==> src/rtl/n_set_cache_replacement_controller_pkg.sv <==
// Shared definitions for the n-set cache replacement controller: policy
// encodings, controller state type and the CLOG2 width helper.
`ifndef N_SET_CACHE_REPLACEMENT_CONTROLLER_PKG_SV
`define N_SET_CACHE_REPLACEMENT_CONTROLLER_PKG_SV

`define CLOG2(x) $clog2(x)

package n_set_cache_replacement_controller_pkg;

    localparam int unsigned POLICY_LRU  = 0;
    localparam int unsigned POLICY_PLRU = 1;
    localparam int unsigned POLICY_FIFO = 2;

    typedef enum logic [1:0] {
        ST_IDLE   = 2'd0,
        ST_SEARCH = 2'd1,
        ST_DONE   = 2'd2
    } ctrl_state_e;

endpackage

`endif

==> src/rtl/n_set_cache_replacement_controller_set_state.sv <==
// One cache set: valid bits, replacement-policy state and victim selection
// (lowest invalid way first, otherwise the policy victim).
module replacement_set_state
    import n_set_cache_replacement_controller_pkg::*;
#(
    parameter int unsigned SET_SIZE = 4,
    parameter int unsigned POLICY   = POLICY_LRU
) (
    input  logic                          clock,
    input  logic                          resetn,
    input  logic                          flush,
    input  logic                          hit,
    input  logic [`CLOG2(SET_SIZE)-1:0]   hit_way,
    input  logic                          fill,
    input  logic [`CLOG2(SET_SIZE)-1:0]   fill_way,
    output logic [`CLOG2(SET_SIZE)-1:0]   victim
);

    localparam int unsigned BW_GRP = `CLOG2(SET_SIZE);

    logic [SET_SIZE-1:0] valid_q;
    logic                access;
    logic [BW_GRP-1:0]   access_way;
    logic [BW_GRP-1:0]   policy_victim;
    logic [BW_GRP-1:0]   free_way;
    logic                has_free;

    assign access     = hit | fill;
    assign access_way = fill ? fill_way : hit_way;

    always_ff @(posedge clock or negedge resetn) begin
        if (!resetn) begin
            valid_q <= '0;
        end else if (flush) begin
            valid_q <= '0;
        end else if (fill) begin
            valid_q[fill_way] <= 1'b1;
        end
    end

    // Scan downwards so the lowest-index invalid way wins.
    always_comb begin
        has_free = 1'b0;
        free_way = '0;
        for (int unsigned i = SET_SIZE; i > 0; i--) begin
            if (!valid_q[i-1]) begin
                has_free = 1'b1;
                free_way = BW_GRP'(i - 1);
            end
        end
    end

    assign victim = has_free ? free_way : policy_victim;

    generate
        if (POLICY == POLICY_PLRU) begin : g_plru
            // Heap-ordered tree: level l starts at node 2^l-1; the way bits
            // above level l select the node within that level.
            logic [SET_SIZE-2:0] tree_q, tree_d;
            logic [BW_GRP-1:0]   upd_node, upd_prefix, upd_bits;
            logic [BW_GRP-1:0]   vic_node, vic_path;

            always_comb begin
                tree_d     = tree_q;
                upd_node   = '0;
                upd_prefix = '0;
                upd_bits   = '0;
                for (int unsigned l = 0; l < BW_GRP; l++) begin
                    upd_prefix       = access_way >> (BW_GRP - l);
                    upd_bits         = access_way >> (BW_GRP - 1 - l);
                    upd_node         = BW_GRP'((1 << l) - 1) + upd_prefix;
                    tree_d[upd_node] = ~upd_bits[0];
                end
            end

            always_comb begin
                vic_node = '0;
                vic_path = '0;
                for (int unsigned l = 0; l < BW_GRP; l++) begin
                    vic_node = BW_GRP'((1 << l) - 1) + vic_path;
                    vic_path = (vic_path << 1) | BW_GRP'(tree_q[vic_node]);
                end
            end

            always_ff @(posedge clock or negedge resetn) begin
                if (!resetn) begin
                    tree_q <= '0;
                end else if (access) begin
                    tree_q <= tree_d;
                end
            end

            assign policy_victim = vic_path;
        end else if (POLICY == POLICY_FIFO) begin : g_fifo
            logic [BW_GRP-1:0] ptr_q;
            logic              unused_fifo;

            always_ff @(posedge clock or negedge resetn) begin
                if (!resetn) begin
                    ptr_q <= '0;
                end else if (fill && fill_way == ptr_q) begin
                    ptr_q <= ptr_q + 1'b1;
                end
            end

            assign policy_victim = ptr_q;
            assign unused_fifo   = &{1'b0, access, access_way};
        end else begin : g_lru
            logic [BW_GRP-1:0] age_q [SET_SIZE];
            logic [BW_GRP-1:0] ref_age;
            logic [BW_GRP-1:0] oldest;

            assign ref_age = age_q[access_way];

            always_ff @(posedge clock or negedge resetn) begin
                if (!resetn) begin
                    for (int unsigned i = 0; i < SET_SIZE; i++) begin
                        age_q[i] <= BW_GRP'(i);
                    end
                end else if (access) begin
                    for (int unsigned i = 0; i < SET_SIZE; i++) begin
                        if (BW_GRP'(i) == access_way) begin
                            age_q[i] <= '0;
                        end else if (age_q[i] < ref_age) begin
                            age_q[i] <= age_q[i] + 1'b1;
                        end
                    end
                end
            end

            always_comb begin
                oldest = '0;
                for (int unsigned i = 0; i < SET_SIZE; i++) begin
                    if (age_q[i] == BW_GRP'(SET_SIZE - 1)) begin
                        oldest = BW_GRP'(i);
                    end
                end
            end

            assign policy_victim = oldest;
        end
    endgenerate

endmodule

==> src/rtl/n_set_cache_replacement_controller.sv <==
// Victim-selection controller: IDLE/SEARCH/DONE handshake over N_SET
// per-set replacement state instances.
module n_set_cache_replacement_controller
    import n_set_cache_replacement_controller_pkg::*;
#(
    parameter int unsigned CACHE_BLOCK_CAPACITY = 128,
    parameter int unsigned CACHE_SET_SIZE       = 4,
    parameter int unsigned POLICY               = POLICY_LRU
) (
    input  logic                                      clock_i,
    input  logic                                      resetn_i,
    input  logic                                      hit_i,
    input  logic                                      miss_i,
    input  logic                                      flush_i,
    input  logic [`CLOG2(CACHE_BLOCK_CAPACITY)-1:0]   addr_i,
    output logic                                      busy_o,
    output logic                                      done_o,
    output logic [`CLOG2(CACHE_BLOCK_CAPACITY)-1:0]   addr_o
);

    localparam int unsigned BW_CACHE_CAPACITY = `CLOG2(CACHE_BLOCK_CAPACITY);
    localparam int unsigned BW_GRP            = `CLOG2(CACHE_SET_SIZE);
    localparam int unsigned BW_SET            = BW_CACHE_CAPACITY - BW_GRP;
    localparam int unsigned N_SET             = 1 << BW_SET;
    localparam int unsigned BW_SET_IDX        = (BW_SET > 0) ? BW_SET : 1;

    ctrl_state_e                  state_q, state_d;
    logic [BW_SET_IDX-1:0]        set_sel, set_q;
    logic [BW_GRP-1:0]            addr_grp, fill_grp, victim_sel;
    logic [BW_GRP-1:0]            set_victim [N_SET];
    logic [BW_CACHE_CAPACITY-1:0] victim_addr;
    logic                         in_idle, do_hit, do_flush, do_fill;

    assign addr_grp = addr_i[BW_CACHE_CAPACITY-1 -: BW_GRP];
    assign fill_grp = addr_o[BW_CACHE_CAPACITY-1 -: BW_GRP];

    // Fully associative: no set field, addr_o carries the group only.
    generate
        if (BW_SET > 0) begin : g_sets
            assign set_sel     = addr_i[BW_SET_IDX-1:0];
            assign victim_addr = {victim_sel, set_q};
        end else begin : g_fa
            assign set_sel     = '0;
            assign victim_addr = victim_sel;
        end
    endgenerate

    always_ff @(posedge clock_i or negedge resetn_i) begin
        if (!resetn_i) begin
            state_q <= ST_IDLE;
        end else begin
            state_q <= state_d;
        end
    end

    always_comb begin
        state_d = state_q;
        busy_o  = 1'b0;
        done_o  = 1'b0;
        case (state_q)
            ST_IDLE: begin
                if (miss_i) begin
                    state_d = ST_SEARCH;
                end
            end
            ST_SEARCH: begin
                busy_o  = 1'b1;
                state_d = ST_DONE;
            end
            ST_DONE: begin
                busy_o  = 1'b1;
                done_o  = 1'b1;
                state_d = ST_IDLE;
            end
            default: state_d = ST_IDLE;
        endcase
    end

    assign in_idle  = (state_q == ST_IDLE);
    assign do_hit   = in_idle & hit_i & ~miss_i;
    assign do_flush = in_idle & flush_i & ~miss_i;
    assign do_fill  = (state_q == ST_DONE);

    // addr_o is captured whole so a new miss in IDLE cannot disturb it.
    always_ff @(posedge clock_i or negedge resetn_i) begin
        if (!resetn_i) begin
            set_q  <= '0;
            addr_o <= '0;
        end else begin
            if (in_idle && miss_i) begin
                set_q <= set_sel;
            end
            if (state_q == ST_SEARCH) begin
                addr_o <= victim_addr;
            end
        end
    end

    assign victim_sel = set_victim[set_q];

    for (genvar s = 0; s < N_SET; s++) begin : g_set
        replacement_set_state #(
            .SET_SIZE (CACHE_SET_SIZE),
            .POLICY   (POLICY)
        ) u_set_state (
            .clock    (clock_i),
            .resetn   (resetn_i),
            .flush    (do_flush),
            .hit      (do_hit && (set_sel == BW_SET_IDX'(s))),
            .hit_way  (addr_grp),
            .fill     (do_fill && (set_q == BW_SET_IDX'(s))),
            .fill_way (fill_grp),
            .victim   (set_victim[s])
        );
    end

endmodule

==> config.mk <==
export PLATFORM = sky130hd
export DESIGN_NAME = n_set_cache_replacement_controller
export DESIGN_NICKNAME = d
export VERILOG_FILES = /design/src/rtl/n_set_cache_replacement_controller_pkg.sv /design/src/rtl/n_set_cache_replacement_controller_set_state.sv /design/src/rtl/n_set_cache_replacement_controller.sv
export SDC_FILE = /design/constraint.sdc
export NUM_CORES = 2
export LEC_CHECK = 0
export CAP_MARGIN = 20
export CORE_MARGIN = 10
export CORE_UTILIZATION = 40
export CTS_BUF_LIST = sky130_fd_sc_hd__clkbuf_4 sky130_fd_sc_hd__clkbuf_8 sky130_fd_sc_hd__clkbuf_16
export DETAILED_ROUTE_END_ITERATION = 8
export PLACE_DENSITY = 0.64
export SLEW_MARGIN = 15
export SYNTH_ARGS = -nofsm -noshare
export SYNTH_HDL_FRONTEND = slang
export SYNTH_SLANG_ARGS = --single-unit
==> constraint.sdc <==
create_clock -name clock_i -period 6.55 [get_ports clock_i]
set_input_delay 0.9825 -clock clock_i [delete_from_list [all_inputs] [get_ports clock_i]]
set_output_delay 0.9825 -clock clock_i [all_outputs]
set_load 0.02 [all_outputs]
==> results.cfg <==
[layout]
antenna_cells = 0
stdcell_count = 3994
fin_nets = 3186
layout-drive-gt1-share_pct = 13.27
area_delta_synth_final_pct = 10.47

[global_routing]
grt_pass1_wl_mm = 128.5
grt_overflow = 0
grt_antenna_before_repair = 3
grt.total_usage_pct = 19.47
grt_max_degree = 109
grt_pass1_vias = 23500

[sta]
worstMarginPinSlew_ns = 1.215
hold_viol = 0
relSlewSlack_pct = 19.02
setup_viol = 0
slew_viol_final = 0
fin_skew_ns = 0.02916
period_minus_slack_ns = 4.365
max_freq_ghz = 0.2291
rsz0062_at_grt = no
finalSetupTns_ns = 0
period_share_pct = 66.65

[cts]
postCtsSetupBuffers = 0
cts_made_buffers = 47
holdBufCountCts = 0
cts-resized-gates = 0
worst_skew_pair.late_latency_ns = 0.61
cts_buffer_depth = 3
htreeDepth = 2
clk_pin_slew_ns = 0.06
cts.sink_count = 398
cts_root_buf = clkbuf_16
cts_tree = done

[setup_path]
ff2ff_setup_slack_ns = 2.18
r2r-start = state_q[0]$_DFFE_PN0P_
start_kind = flip-flop
setup.worst_path.end_class = flip-flop
cp_data_arrival_time_ns = 4.86
crit_type = reg -> reg
critPathMaxFanout = 13
cp.required_ns = 7.05
r2r_cells = 10
timing.rr.end = g_set[18].u_set_state.g_lru.age_q[4]$_DFFE_PN1P_

[power]
peakVddDrop_mv = 0.2245
p_per_area_mw_per_mm2 = 294.9
leakage_uw = 0.01237
p_total_uw = 8956

[run_status]
status = complete, but fails checks
violations = design-rule violations

[drt]
drcViolationCount = 4
drtPass1Iterations = 9
num_vias = 25310
wl_per_cell_um = 19.93
vias_per_cell = 6.337
finalWirelength_mm = 79.62
drtAntennaViolNets = 0
detail_route.iter0.violations = 2734

[floorplan]
start_util_pct = 40.22
core_area_mm2 = 0.06835
rows = 96
io_pins = 21
die_x_um = 282.2
die_area_mm2 = 0.07961
dieHeight_um = 282.2

[logic_synthesis]
seq_area_frac_synth_pct = 36.81
ys.flop_type = dfrtp_1
avgSynthCellArea_um2 = 8.916
async_flop_share_pct = 100.0
synthCells = 3083
syn_nets = 3196
syn-cell-area_mm2 = 0.02749
synth_edf_count = 0
synth.distinct_cells = 84
yosysWarningCount = 0
ys_seq_elements = 398

[place]
routabilityCongestion = 0.9034
dp_hpwl_mm = 52.92
dp_cells = 3900
numPortBuffers = 20

[flow_run]
drv_cap = 0

[worst_hold_path]
min_path_type = in -> async
## sequential cells by signal, summed over array words and instances (netlist names)
name	cells
set_q	5
state_q	2
g_set.u_set_state.valid_q	128
g_set.u_set_state.g_lru.age_q	256
addr_o	7
## layout by cell type, fill, tap and decap left out, types with 54 or more instances in the layout
| cell type | n |
|---|---|
| a32o_1 | 66 |
| a41o_1 | 54 |
| a222oi_1 | 106 |
| mux2i_1 | 150 |
| nor2_1 | 393 |
| a31oi_1 | 91 |
| a211oi_1 | 79 |
| buf_4 | 58 |
| inv_1 | 226 |
| dfstp_2 | 128 |
| o21ai_0 | 162 |
| nand3_1 | 89 |
| dfrtp_1 | 268 |
| nand2_1 | 118 |
| ha_1 | 101 |
| o21ai_1 | 59 |
| nor3_1 | 67 |
| o22ai_1 | 66 |
| nor2b_1 | 67 |
| a21oi_1 | 195 |
## cells by family (layout without fill, tap and decap cells)
group                      count (synthesis)  in the layout  synth area share, %
muxes                                    201            201                7.920
and+or+nand+nor                          902            902                15.77
DFF                                      398            398                36.81
buffers and inverters                    369            398                5.289
adders and majority gates                103            103                4.675
AOI/OAI and AO/OA                       1110           1110                29.53
## worst max-delay path by stage
stage | endpoint | from | slack (ns)
after global placement | g_set[27].u_set_state.g_lru.age_q[2]$_DFFE_PN0P_ | state_q[0]$_DFFE_PN0P_ | 2.11
after CTS | g_set[27].u_set_state.g_lru.age_q[4]$_DFFE_PN1P_ | state_q[0]$_DFFE_PN0P_ | 1.89
after detailed placement | g_set[27].u_set_state.g_lru.age_q[4]$_DFFE_PN1P_ | state_q[0]$_DFFE_PN0P_ | 1.96
after global routing | g_set[18].u_set_state.g_lru.age_q[6]$_DFFE_PN0P_ | state_q[0]$_DFFE_PN0P_ | 1.79
final | g_set[18].u_set_state.g_lru.age_q[4]$_DFFE_PN1P_ | state_q[0]$_DFFE_PN0P_ | 2.18
after floorplan | g_set[0].u_set_state.g_lru.age_q[5]$_DFFE_PN0P_ | state_q[0]$_DFFE_PN0P_ | 3.35
## metal layers
metal | vias up | share of wire (%) | GRT usage [%]
met3 | 157 | 7.0 | 3.109
met2 | 893 | 45 | 30.29
met1 | 12400 | 46 | 27.26
met4 | 6 | 2.7 | 6.260
li1 | 11850 | - | -
met5 | - | 0.055 | 0
## stage by stage
step                      utilization (%)  hold slack (ns)  cell area, um2  worst slack (ns)
after floorplan                         -           0.4487           27490             3.354
after global placement              41.97           0.4669           28690             2.113
after detailed placement            41.97           0.4736           28690             1.965
after CTS                           44.35           0.4638           30310             1.891
after global routing                44.43           0.5062           30370             1.794
final                               44.43           0.4213           30370             2.185
## Yosys cell counts, types with 7 or more instances
master,n,area [um2]
o2111ai_1,11,96.34
a41oi_1,9,78.83
inv_1,226,848.3
a221oi_1,10,87.58
a222oi_1,106,1061
ha_1,101,1264
dfstp_2,128,3363
nand3b_1,11,82.58
a31oi_1,91,569.3
nor2_1,395,1483
clkbuf_1,98,367.9
o21ai_0,162,810.8
a41o_1,54,540.5
o32ai_1,46,402.9
buf_2,34,170.2
o21ai_1,59,295.3
nand3_1,89,445.4
mux2_2,28,315.3
and2_1,8,50.05
o311a_1,23,230.2
o22ai_1,66,412.9
nand2b_1,48,300.3
a21oi_1,195,975.9
a211o_1,14,122.6
nor2b_1,69,431.7
and3_1,13,81.33
a211oi_1,79,593.1
nor4bb_1,7,70.07
mux2i_1,150,1501
a21boi_2,45,506.7
nand2_1,118,442.9
o211ai_1,9,67.56
nor3_1,67,335.3
mux2i_2,18,247.7
nor3b_1,7,52.55
nand4_1,20,125.1
dfrtp_1,270,6756
nor4_1,8,50.05
a32o_1,66,660.6
## where the power goes
group	internal (uW)	switching, uW	leakage (uW)	total, uW
Combinational	937	1900	0.00663	2840
Sequential	2870	485	0.00492	3350
Clock	1650	1110	0.000828	2760
Total	5460	3500	0.0124	8960
## final cells by class
class | count | area (um2)
fillers | 6587 | 37980
multi-input cells | 2316 | 15950
flip-flops and latches | 398 | 10120
clock buffers | 73 | 1458
well taps | 882 | 1104
inverters | 226 | 848.3
repair buffers | 84 | 723.2
clock inverters | 15 | 165.2
## critical path, stage by stage (launching register included)
cell and delay [ns]:
dfrtp_1 0.40, inv_1 0.14, ha_1 0.45, nand4b_1 0.57
buf_4 0.40, o21ai_0 0.23, a21boi_2 0.39, mux2i_1 0.13
mux2i_1 0.73, o21ai_0 0.39, a222oi_1 0.42
(Power assumes the default switching activity.)
